`src/rtl/gcd_bus_pkg.sv`:
```
// Shared register map, status bit positions and job FSM states for the GCD
// peripheral bus master.
package gcd_bus_pkg;

  localparam logic [15:0] ADDR_A1 = 16'h00F8;
  localparam logic [15:0] ADDR_A2 = 16'h00FC;
  localparam logic [15:0] ADDR_W  = 16'h0100;
  localparam logic [15:0] ADDR_S  = 16'h0104;

  localparam int S_BUSY_BIT  = 3;
  localparam int S_START_BIT = 0;

  typedef enum logic [2:0] {
    ST_IDLE,
    ST_WR_A1,
    ST_WR_A2,
    ST_WR_START,
    ST_POLL_GAP_WAIT,
    ST_POLL_RD,
    ST_RD_W,
    ST_RESP
  } state_e;

endpackage

```
`src/rtl/gcd_bus_access.sv`:
```
// Single-transfer bus engine: SETUP, STROBE_CYCLES of strobe, HOLD. A request
// presented during HOLD chains straight into the next SETUP.
module gcd_bus_access #(
  parameter int unsigned STROBE_CYCLES = 2
) (
  input  logic        clk,
  input  logic        reset,
  input  logic        req,
  input  logic        we,
  input  logic [15:0] addr,
  input  logic [31:0] wdata,
  output logic        done,
  output logic [31:0] rdata,
  output logic [15:0] saddress,
  output logic        srd,
  output logic        swr,
  output logic [31:0] bus_wdata,
  input  logic [31:0] bus_rdata
);

  localparam logic [1:0] PH_IDLE   = 2'd0;
  localparam logic [1:0] PH_SETUP  = 2'd1;
  localparam logic [1:0] PH_STROBE = 2'd2;
  localparam logic [1:0] PH_HOLD   = 2'd3;

  localparam logic [31:0] STROBE_LAST = 32'(STROBE_CYCLES - 1);

  logic [1:0]  phase_q, phase_d;
  logic [31:0] cnt_q, cnt_d;
  logic [15:0] addr_q, addr_d;
  logic [31:0] wdata_q, wdata_d;
  logic [31:0] rdata_q, rdata_d;
  logic        we_q, we_d;
  logic        srd_q, srd_d;
  logic        swr_q, swr_d;

  always_comb begin
    // NOTE: every variable gets a default first so no path leaves one unassigned (no latch).
    phase_d = phase_q;
    cnt_d   = cnt_q;
    addr_d  = addr_q;
    wdata_d = wdata_q;
    rdata_d = rdata_q;
    we_d    = we_q;
    srd_d   = srd_q;
    swr_d   = swr_q;
    case (phase_q)
      PH_IDLE, PH_HOLD: begin
        if (req) begin
          phase_d = PH_SETUP;
          addr_d  = addr;
          wdata_d = we ? wdata : '0;
          we_d    = we;
        end else begin
          phase_d = PH_IDLE;
          addr_d  = '0;
          wdata_d = '0;
          we_d    = 1'b0;
        end
      end
      PH_SETUP: begin
        phase_d = PH_STROBE;
        cnt_d   = '0;
        srd_d   = ~we_q;
        swr_d   = we_q;
      end
      default: begin
        if (cnt_q == STROBE_LAST) begin
          phase_d = PH_HOLD;
          srd_d   = 1'b0;
          swr_d   = 1'b0;
          // Sampled on the last strobe cycle, well after the rising edge.
          if (!we_q) rdata_d = bus_rdata;
        end else begin
          cnt_d = cnt_q + 32'd1;
        end
      end
    endcase
  end

  // NOTE: asynchronous reset in the sensitivity list; state updates use non-blocking assignments.
  always_ff @(posedge clk or posedge reset) begin
    if (reset) begin
      phase_q <= PH_IDLE;
      cnt_q   <= '0;
      addr_q  <= '0;
      wdata_q <= '0;
      rdata_q <= '0;
      we_q    <= 1'b0;
      srd_q   <= 1'b0;
      swr_q   <= 1'b0;
    end else begin
      phase_q <= phase_d;
      cnt_q   <= cnt_d;
      addr_q  <= addr_d;
      wdata_q <= wdata_d;
      rdata_q <= rdata_d;
      we_q    <= we_d;
      srd_q   <= srd_d;
      swr_q   <= swr_d;
    end
  end

  assign done      = (phase_q == PH_HOLD);
  assign rdata     = rdata_q;
  assign saddress  = addr_q;
  assign bus_wdata = wdata_q;
  assign srd       = srd_q;
  assign swr       = swr_q;

endmodule

```
`src/rtl/gcd_bus_master.sv`:
```
// Job sequencer for the GCD peripheral: writes operands, starts, polls status
// and returns the result (or a timeout) over a valid/ready response port.
module gcd_bus_master
  import gcd_bus_pkg::*;
#(
  parameter int unsigned STROBE_CYCLES = 2,
  parameter int unsigned POLL_GAP      = 4,
  parameter int unsigned TIMEOUT_POLLS = 1024
) (
  input  logic        clk,
  input  logic        reset,
  input  logic        cmd_valid,
  output logic        cmd_ready,
  input  logic [31:0] cmd_a,
  input  logic [31:0] cmd_b,
  output logic        rsp_valid,
  input  logic        rsp_ready,
  output logic [31:0] rsp_gcd,
  output logic        rsp_timeout,
  output logic [15:0] saddress,
  output logic        srd,
  output logic        swr,
  output logic [31:0] bus_wdata,
  input  logic [31:0] bus_rdata,
  output logic        busy
);

  localparam logic [31:0] GAP_LAST  = 32'(POLL_GAP - 1);
  localparam logic [31:0] START_CMD = 32'h1 << S_START_BIT;

  state_e      state_q, state_d;
  logic        cmd_ready_q, cmd_ready_d;
  logic [31:0] b_q, b_d;
  logic [31:0] poll_q, poll_d, poll_inc;
  logic [31:0] gap_q, gap_d;
  logic [31:0] gcd_q, gcd_d;
  logic        to_q, to_d;

  logic        acc_req, acc_we, acc_done;
  logic [15:0] acc_addr;
  logic [31:0] acc_wdata, acc_rdata;

  assign poll_inc = (&poll_q) ? poll_q : poll_q + 32'd1;

  // Each access request is raised on the transition into its state, so the
  // engine chains accesses without extra idle cycles.
  always_comb begin
    state_d   = state_q;
    b_d       = b_q;
    poll_d    = poll_q;
    gap_d     = gap_q;
    gcd_d     = gcd_q;
    to_d      = to_q;
    acc_req   = 1'b0;
    acc_we    = 1'b0;
    acc_addr  = '0;
    acc_wdata = '0;
    case (state_q)
      ST_IDLE: begin
        if (cmd_valid && cmd_ready_q) begin
          b_d    = cmd_b;
          poll_d = '0;
          to_d   = 1'b0;
          // The peripheral never finishes on a zero operand, so answer locally.
          if (cmd_a == '0 || cmd_b == '0) begin
            gcd_d   = cmd_a | cmd_b;
            state_d = ST_RESP;
          end else begin
            state_d   = ST_WR_A1;
            acc_req   = 1'b1;
            acc_we    = 1'b1;
            acc_addr  = ADDR_A1;
            acc_wdata = cmd_a;
          end
        end
      end
      ST_WR_A1: begin
        if (acc_done) begin
          state_d   = ST_WR_A2;
          acc_req   = 1'b1;
          acc_we    = 1'b1;
          acc_addr  = ADDR_A2;
          acc_wdata = b_q;
        end
      end
      ST_WR_A2: begin
        if (acc_done) begin
          state_d   = ST_WR_START;
          acc_req   = 1'b1;
          acc_we    = 1'b1;
          acc_addr  = ADDR_S;
          acc_wdata = START_CMD;
        end
      end
      ST_WR_START: begin
        if (acc_done) begin
          state_d = ST_POLL_GAP_WAIT;
          gap_d   = '0;
        end
      end
      ST_POLL_GAP_WAIT: begin
        if (gap_q == GAP_LAST) begin
          state_d  = ST_POLL_RD;
          acc_req  = 1'b1;
          acc_addr = ADDR_S;
        end else begin
          gap_d = gap_q + 32'd1;
        end
      end
      ST_POLL_RD: begin
        if (acc_done) begin
          poll_d = poll_inc;
          if (!acc_rdata[S_BUSY_BIT]) begin
            state_d  = ST_RD_W;
            acc_req  = 1'b1;
            acc_addr = ADDR_W;
          end else if (poll_inc >= TIMEOUT_POLLS) begin
            state_d = ST_RESP;
            to_d    = 1'b1;
            gcd_d   = '0;
          end else begin
            state_d = ST_POLL_GAP_WAIT;
            gap_d   = '0;
          end
        end
      end
      ST_RD_W: begin
        if (acc_done) begin
          gcd_d   = acc_rdata;
          state_d = ST_RESP;
        end
      end
      ST_RESP: begin
        if (rsp_ready) state_d = ST_IDLE;
      end
      default: state_d = ST_IDLE;
    endcase
  end

  assign cmd_ready_d = (state_d == ST_IDLE);

  always_ff @(posedge clk or posedge reset) begin
    if (reset) begin
      state_q     <= ST_IDLE;
      cmd_ready_q <= 1'b0;
      b_q         <= '0;
      poll_q      <= '0;
      gap_q       <= '0;
      gcd_q       <= '0;
      to_q        <= 1'b0;
    end else begin
      state_q     <= state_d;
      cmd_ready_q <= cmd_ready_d;
      b_q         <= b_d;
      poll_q      <= poll_d;
      gap_q       <= gap_d;
      gcd_q       <= gcd_d;
      to_q        <= to_d;
    end
  end

  gcd_bus_access #(
    .STROBE_CYCLES(STROBE_CYCLES)
  ) u_access (
    .clk      (clk),
    .reset    (reset),
    .req      (acc_req),
    .we       (acc_we),
    .addr     (acc_addr),
    .wdata    (acc_wdata),
    .done     (acc_done),
    .rdata    (acc_rdata),
    .saddress (saddress),
    .srd      (srd),
    .swr      (swr),
    .bus_wdata(bus_wdata),
    .bus_rdata(bus_rdata)
  );

  assign cmd_ready   = cmd_ready_q;
  assign rsp_valid   = (state_q == ST_RESP);
  assign rsp_gcd     = gcd_q;
  assign rsp_timeout = to_q;
  assign busy        = (state_q != ST_IDLE);

endmodule

```
`config.mk`:
```
export PLATFORM = sky130hd
export DESIGN_NAME = gcd_bus_master
export DESIGN_NICKNAME = d
export VERILOG_FILES = /design/src/rtl/gcd_bus_pkg.sv /design/src/rtl/gcd_bus_access.sv /design/src/rtl/gcd_bus_master.sv
export SDC_FILE = /design/constraint.sdc
export NUM_CORES = 1
export LEC_CHECK = 0
export CAP_MARGIN = 20
export CORE_MARGIN = 4
export CORE_UTILIZATION = 40
export CTS_CLUSTER_SIZE = 16
export DETAILED_ROUTE_END_ITERATION = 8
export GPL_ROUTABILITY_DRIVEN = 0
export HOLD_SLACK_MARGIN = 0.06
export PLACE_DENSITY = 0.63
export SLEW_MARGIN = 25
export SYNTH_ARGS = -nofsm -noshare
export SYNTH_HDL_FRONTEND = slang
export SYNTH_SLANG_ARGS = --single-unit
```
`constraint.sdc`:
```
create_clock -name clk -period 8.1 [get_ports clk]
set_clock_uncertainty 0.2 [all_clocks]
set_input_delay 1.62 -clock clk [delete_from_list [all_inputs] [get_ports clk]]
set_output_delay 1.62 -clock clk [all_outputs]
set_load 0.02 [all_outputs]
```
==> impl_metrics.yaml, run 1 <==
run_status:
  outcome: "completed"
worst_setup_path:
  worst-path-max-fanout: 19
  path_cells: "and4_1 > nand4_1 > o31ai_2 > nor2_1 > o31ai_1 > o2111a_1 > nand3_1 > nand2_1 > buf_4 > mux2_2"
  r2r_end: "rsp_gcd[27]"
  max_stage_delay_ns: 0.59
  reg2reg_depth: 10
  cp-start-kind: "flop"
  slowest_stage: "dfrtp_1"
  cp.required_ns: 8.34
  r2r_slack_ns: 3.47
  cp-end-kind: "flop"
  path_class: "reg2reg"
  arrival_ns: 4.86
  timing.rr.start: "poll_q[19]"
power_and_ir_drop:
  p_clk_frac: 0.282
  sw_frac_of_total: 0.376
  combPwrFrac: 0.351
  pwr-share-seq: 0.368
  ir_drop_uv: 203
  p_leak_nw: 6.35
  p_int_mw: 3.08
  switchingPower_mw: 1.85
  power.density_nw_per_um2: 322
clocking:
  cts.clk_slew.worst_paths_ns: 0.06
  cts_buffer_depth: 3
  cts_resized: 0
  cts.sinks: 237
  numCtsBuffers: 28
  htreeDepth: 1
  hold_buffers: 0
  post-cts-setup-buffer-count: 0
  clock_latency_ns: 0.56
  cts_root_buf: "clkbuf_16"
  cts_tree: "built"
logic_synthesis:
  synth_area_per_cell_sq_um: 9.30
  synth.distinct_cells: 68
  seq_area_frac_synth: 0.484
  synth.most_common_cell: "dfrtp_1"
  synth.top_cells.by_count: "dfrtp_1 (237), nand2_1 (218), o21ai_0 (131), nor2_1 (83), mux2_2 (65)"
  yosysTopAreaCell: "dfrtp_1"
  synthTopCellsByArea: "dfrtp_1 (48%), nand2_1 (6.7%), mux2_2 (6.0%)"
  synth.top_cell.area_share: 0.484
  ys_warn_count: 0
  synthArstFlopShare: 1.00
  synth_edf_count: 0
  synth_flop_cell: "dfrtp_1"
  syn_inst: 1317
  ys_ff_latch: 237
  synth_area_sq_um: 12300
finish:
  syn_to_final_growth_pct: 24.8
  n_antenna_cell: 0
  stdcell_area_sq_um: 15300
  fin_nets: 1565
  drive_gt1_frac: 0.103
floorplanning:
  io_pins: 186
  start_util: 0.409
  die_area_sq_um: 33500
  die_width_um: 183
  die_h_um: 183
  coreArea_sq_um: 30000
  rows: 63
sta:
  tns_ns: 0
  setup_viol: 0
  fmax_mhz: 216
  final_max_slew_viol_count: 0
  hold_viol: 0
  finalCritPeriodShare: 0.571
  worst_slew_pin_slew_ns: 1.01
  relSlewSlack: 0.324
  layout_min_cycle_time_ns: 4.63
  grt_setup_unrepaired: "false"
grt:
  grt_first_pass_wirelength_um: 58500
  grt_pass1_vias: 10509
  grt_max_degree: 141
  grt_overflow_total: 0
  gr-usage-all-layers: 0.214
  antenna_found_initial: 1
routing:
  route.vias.total: 10777
  ant_nets: 0
  first_pass_iters: 6
  drc_errors: 0
  via_per_inst: 5.76
  wl_um: 36500
  drtIter0Drc: 646
  wl_per_cell_um: 19.5
place:
  detailed_place.area_sq_um: 14300
  port_buffers: 176
  place_hpwl_um: 25000
min_path:
  min_from: "u_access.we_q"
  hold-path-endpoint: "u_access.srd"
  hold_depth: 1
  hold_path_class: "reg2reg"
job:
  max-cap-violations: 0
==> cell families after synthesis <==
logic type / Yosys count / synth area share
other: 1 / 0.000306
DFF: 237 / 0.484
adders and majority gates: 7 / 0.00715
buffers and inverters: 113 / 0.0419
and+or+nand+nor: 540 / 0.214
xor gates and xnor gates: 34 / 0.0243
AOI/OAI and AO/OA: 314 / 0.164
muxes: 71 / 0.0647
==> layout by cell type (no fill, tap or decap), types with 16 or more instances in the layout <==
master             n
nand4_1           27
o2bb2ai_1         33
nand2_1          218
dfrtp_1          237
nor3_1            31
nand3_1           53
a21oi_1           31
inv_1             25
o31ai_1           16
and3_1            19
xor2_1            23
nor2_1            79
o21ai_0          131
or3_1             19
a31oi_1           29
clkdlybuf4s50_1  176
nor4_1            34
a22oi_1           31
mux2_2            65
clkbuf_16         28
==> critical path, delay by kind of cell (launching register included) <==
family	cells	cell delay [ns]
simple gates	5	1.54
compound gates	3	1.37
flops	1	0.59
buf+inv	1	0.42
mux	1	0.37
==> metrics by stage <==
step	cells	hold WS (ns)	setup WS [ns]	power (mW)	util
floorplan	1325	0.235	3.17	2.92	-
global placement	1818	0.241	3.25	3.52	0.476
detailed placement	1818	0.263	3.19	3.55	0.476
CTS	1870	0.273	3.49	4.96	0.510
global route	1870	0.288	3.17	5.23	0.511
finish	1870	0.269	3.47	4.93	0.511
==> layout make-up <==
type	instances	area, sq um
clock buffers	33	759
fillers	2798	14700
multi-input cells	975	5860
well taps	390	488
flip-flops and latches	237	5930
clock inverters	19	279
inverters	27	105
repair buffers	189	1880
==> worst max path at each step <==
stage	start	to	slack, ns	cells after the start
final	poll_q[19]	rsp_gcd[27]	3.47	10
after global routing	poll_q[19]	rsp_gcd[26]	3.17	10
after CTS	poll_q[19]	rsp_gcd[27]	3.49	10
after detailed placement	cmd_b[4]	rsp_gcd[22]	3.19	9
after global placement	cmd_b[25]	rsp_gcd[26]	3.25	9
after floorplan	reset	b_q[0]	3.17	1
==> state kept, by name, indices dropped and copies added, names as in the netlist <==
register	cells
b_q	32
cmd_ready	1
gap_q	32
poll_q	32
rsp_gcd	32
rsp_timeout	1
state_q	3
u_access.bus_wdata	32
u_access.cnt_q	32
u_access.phase_q	2
u_access.rdata	32
u_access.saddress	3
u_access.srd	1
u_access.swr	1
u_access.we_q	1
==> layer usage <==
metal | wire length, um | part of all wire | GRT usage
met5 | 12 | 0.00033 | 0
met4 | 1080 | 0.030 | 0.0608
met3 | 3290 | 0.090 | 0.0676
met2 | 16400 | 0.45 | 0.328
met1 | 15800 | 0.43 | 0.293
==> power groups by stage <==
stage	Combinational, mW	Sequential [mW]	Clock [mW]
after detailed placement	1.73	1.82	0
after floorplan	1.10	1.82	0
after global routing	1.90	1.86	1.47
after global placement	1.71	1.81	0
after CTS	1.74	1.81	1.42
final	1.73	1.81	1.39
No activity file was read; power rests on OpenSTA's default activity.
==> run 2, diff against run 1 <==
--- a/config.mk
+++ b/config.mk
@@ -12,7 +12,7 @@
 export DETAILED_ROUTE_END_ITERATION = 8
 export GPL_ROUTABILITY_DRIVEN = 0
 export HOLD_SLACK_MARGIN = 0.06
-export PLACE_DENSITY = 0.63
+export PLACE_DENSITY = 0.61
 export SLEW_MARGIN = 25
 export SYNTH_ARGS = -nofsm -noshare
 export SYNTH_HDL_FRONTEND = slang
==> constraint.sdc (replaced) <==
create_clock -name clk -period 4.55 [get_ports clk]
set_clock_uncertainty 0.2 [all_clocks]
set_input_delay 0.91 -clock clk [delete_from_list [all_inputs] [get_ports clk]]
set_output_delay 0.91 -clock clk [all_outputs]
set_load 0.02 [all_outputs]
==> impl_metrics.yaml, run 2 (synthesis results as in run 1) <==
run_status:
  outcome: "completed"
finish:
  n_antenna_cell: 0
  final_common_cell: "dfrtp_1"
  syn_to_final_growth_pct: 25.0
  fin_nets: 1574
  drive_gt1_frac: 0.108
  layout_common_cells: "dfrtp_1 (237), nand2_1 (217), clkdlybuf4s50_1 (176)"
sta:
  holdWs_ns: 0.271
  grt_setup_unrepaired: "false"
  finalCritPeriodShare: 0.881
  tns_ns: 0
  setup_viol: 0
  hold_viol: 0
  relSlewSlack: 0.340
  final_max_slew_viol_count: 0
  fmax_mhz: 250
  layout_min_cycle_time_ns: 4.01
  worst_slew_pin_slew_ns: 0.991
routing:
  wl_um: 36300
  route.vias.total: 10795
  ant_nets: 0
  drtIter0Drc: 827
  drc_errors: 0
  wl_per_cell_um: 19.3
  via_per_inst: 5.75
  first_pass_iters: 6
floorplanning:
  die_width_um: 183
  start_util: 0.409
  rows: 63
  io_pins: 186
  coreArea_sq_um: 30000
  die_area_sq_um: 33500
  die_h_um: 183
worst_setup_path:
  path_class: "reg2reg"
  reg2reg_depth: 9
  arrival_ns: 4.19
  cp.required_ns: 4.74
  r2r_slack_ns: 0.54
  worst-path-max-fanout: 34
  timing.rr.start: "poll_q[11]"
  cp-end-kind: "flop"
  cp-start-kind: "flop"
  r2r_end: "gap_q[23]"
clocking:
  cts.sinks: 237
  htreeDepth: 1
  hold_buffers: 0
  numCtsBuffers: 28
  clock_latency_ns: 0.55
  cts_buffer_depth: 3
  cts_resized: 0
  cts_tree: "built"
  cts.clk_slew.worst_paths_ns: 0.06
  cts_root_buf: "clkbuf_16"
  post-cts-setup-buffer-count: 0
grt:
  grt_overflow_total: 0
  grt_max_degree: 72
  antenna_found_initial: 2
  grt_first_pass_wirelength_um: 58300
  grt_pass1_vias: 10470
  gr-usage-all-layers: 0.211
min_path:
  hold_path_class: "reg2reg"
  min_from: "b_q[16]"
  hold-path-endpoint: "b_q[16]"
  hold_depth: 2
power_and_ir_drop:
  p_leak_nw: 6.36
  power.density_nw_per_um2: 564
  ir_drop_uv: 283
place:
  port_buffers: 176
  place_hpwl_um: 25300
job:
  max-cap-violations: 0
## run 2: final cells by class
cell class / count / area [sq um]
clock buffers: 42 / 853
clock inverters: 9 / 109
fillers: 2800 / 14600
inverters: 27 / 105
multi-input cells: 975 / 5870
flip-flops and latches: 237 / 5930
well taps: 390 / 488
repair buffers: 198 / 1960
## run 2: power breakdown
group	internal (mW)	switching, mW	total [mW]	leakage, nW
Clock	1.40	0.893	2.30	0.477
Sequential	2.70	0.524	3.22	3.10
Combinational	1.28	1.84	3.12	2.79
Total	5.38	3.26	8.63	6.36
## run 2: layer usage
metal | wire length [um] | vias to the layer above | part of all wire | GRT usage
li1 | - | 5062 | - | -
met1 | 16300 | 5282 | 0.45 | 0.300
met2 | 16300 | 391 | 0.45 | 0.327
met3 | 2960 | 56 | 0.082 | 0.0567
met4 | 805 | 4 | 0.022 | 0.0474
met5 | 22 | - | 0.00061 | 0
## run 2: through the flow
stage	instance area, sq um	worst slack (ns)	power, mW	util	std cells
after floorplan	12300	0.334	5.19	-	1325
after global placement	14400	0.383	6.32	0.479	1827
after detailed placement	14400	0.272	6.37	0.479	1827
after CTS	15300	0.616	8.71	0.511	1878
after global routing	15300	0.273	9.18	0.511	1878
final	15300	0.543	8.63	0.511	1878
## run 2: how the worst max path moves through the flow
stage	startpoint	end	slack (ns)
finish	poll_q[11]	gap_q[23]	0.54
global route	poll_q[22]	gap_q[23]	0.27
CTS	poll_q[11]	gap_q[22]	0.62
detailed placement	cmd_b[4]	u_access.we_q	0.27
global placement	cmd_b[4]	u_access.we_q	0.38
floorplan	reset	b_q[0]	0.33
## run 2: worst max-delay path, cell delays in order (launching register included)
cell and delay, ns:
dfrtp_1 0.52, nand4_1 0.28, or3_1 0.46, o31ai_2 0.48, nor2_1 0.17, o31ai_1 0.38, o2111a_1 0.40, a21oi_4 0.25
nor2_1 0.53, o221ai_1 0.18
==> RTL change: new RTL, flow settings as in run 1 <==
The 8 states of `state_e` get a one-hot encoding in 8 bits.
--- a/src/rtl/gcd_bus_pkg.sv
+++ b/src/rtl/gcd_bus_pkg.sv
@@ -11,13 +11,13 @@
   localparam int S_START_BIT = 0;
 
-  typedef enum logic [2:0] {
-    ST_IDLE,
-    ST_WR_A1,
-    ST_WR_A2,
-    ST_WR_START,
-    ST_POLL_GAP_WAIT,
-    ST_POLL_RD,
-    ST_RD_W,
-    ST_RESP
+  typedef enum logic [7:0] {
+    ST_IDLE          = 8'b00000001,
+    ST_WR_A1         = 8'b00000010,
+    ST_WR_A2         = 8'b00000100,
+    ST_WR_START      = 8'b00001000,
+    ST_POLL_GAP_WAIT = 8'b00010000,
+    ST_POLL_RD       = 8'b00100000,
+    ST_RD_W          = 8'b01000000,
+    ST_RESP          = 8'b10000000
   } state_e;
 
Formal check against the unedited RTL: same outputs for any inputs over 4 cycles, from zero or initial values and one cycle with reset high; so few cycles prove little.
==> RTL change against run 1 <==
- sequential cell count rose by 5
- power fell by 7.8%
- combinational power fell by 9%
- final cell count rose by 1.2%
- final area rose by 3.0%
- sequential power fell by 7%
- setup slack got worse by 0.15 ns
- area after synthesis rose by 3.8%
- routed wire length rose by 2.5%
- critical path type is now flop to output pin
==> RTL change: results (changes against run 1) <==
stage	metric	value	unit	change
global_route	met2 track demand over resource	32.5	%	-0.29 points
global_route	Overall Global Routing Usage	20.6	%	-0.75 points
place	DP Wirelength	25700	um	+2.8%
place	pre-CTS WS	3.27	ns	+0.0847 ns
place	number of placed instances with taps included	1835		+0.94%
global_route	routing usage on met3	6.25	%	-0.52 points
setup_path	startpoint of the worst register-to-register path	poll_q[0]$_DFFE_PP0P_		
detailed_routing	detailed-routing wirelength on met1	16200	um	+3.0%
timing	Slew Limit Headroom	33.6	%	+1.2 points
setup_path	path depth of the worst reg2reg path	11		+1
place	Post-Place Cell Area	14700	um^2	+3.4%
detailed_routing	average via count per standard cell	5.76		about the same
global_route	largest net degree at the start of global routing	175		+24%
power	reported leakage power	6.35	nW	about the same
power	worst-case vdd ir drop	0.178	mV	-13%
setup_path	Worst Path Arrival	2.95	ns	-1.91 ns
final_layout	Filler Cells Inserted	2886		+3.1%
global_route	global-route wire length before repair	59300	um	+1.3%
global_route	antenna violations before repair	2		+1
global_route	number of global-route vias before repair	10672		+1.6%
yosys	synthesized-area fraction occupied by ao, oa, aoi and oai cells	15.7	%	-0.73 points
outcome	status	finished, final reports clean		
final_layout	fraction of the core area covered by cells at the end of the flow	50.0	%	-1.0 points
power	Internal Dissipation	3.00	mW	-2.4%
detailed_routing	starting DRC count in detailed routing	807		+25%
power	sequential fraction of design power	37.1	%	+0.3 points
yosys	adder-cell share of the synthesized area	0.689	%	-0.026 points
power	Sequential Power	1.69	mW	-7%
yosys	synthesized netlist cell count	1326		+0.68%
clock_tree	TritonCTS buffer count	29		+3.6%
yosys	fraction of synthesized cell area in xor and xnor cells	2.34	%	-0.089 points
setup_path	slowest cell delay on critical path	0.77	ns	+0.18 ns
yosys	sequential fraction of the synthesis area	47.6	%	-0.78 points
final_layout	share of final-layout standard cells stronger than drive strength 1	12.8	%	+2.5 points
RTL change: cell type report:
class | instances | share of cell area (%)
sequential | 242 | 38.5
multi-input combinational | 936 | 38.3
timing repair buffer | 193 | 12.4
clock buffer | 40 | 5.38
tap | 402 | 3.19
inverter | 65 | 1.57
clock inverter | 13 | 0.644
antenna | 1 | 0.0159
RTL change: how the worst max path moves through the flow:
stage | startpoint | endpoint | slack (ns) | cells after the start
floorplan | reset | b_q[0]$_DFFE_PP0P_ | 3.11 | 1
global placement | cmd_a[0] | rsp_gcd[17]$_DFFE_PP0P_ | 3.26 | 8
detailed placement | cmd_a[0] | rsp_gcd[18]$_DFFE_PP0P_ | 3.27 | 8
CTS | state_q[4]$_DFF_PP0_ | rsp_valid | 3.35 | 4
global route | state_q[6]$_DFF_PP0_ | rsp_valid | 3.05 | 4
finish | state_q[6]$_DFF_PP0_ | rsp_valid | 3.33 | 4
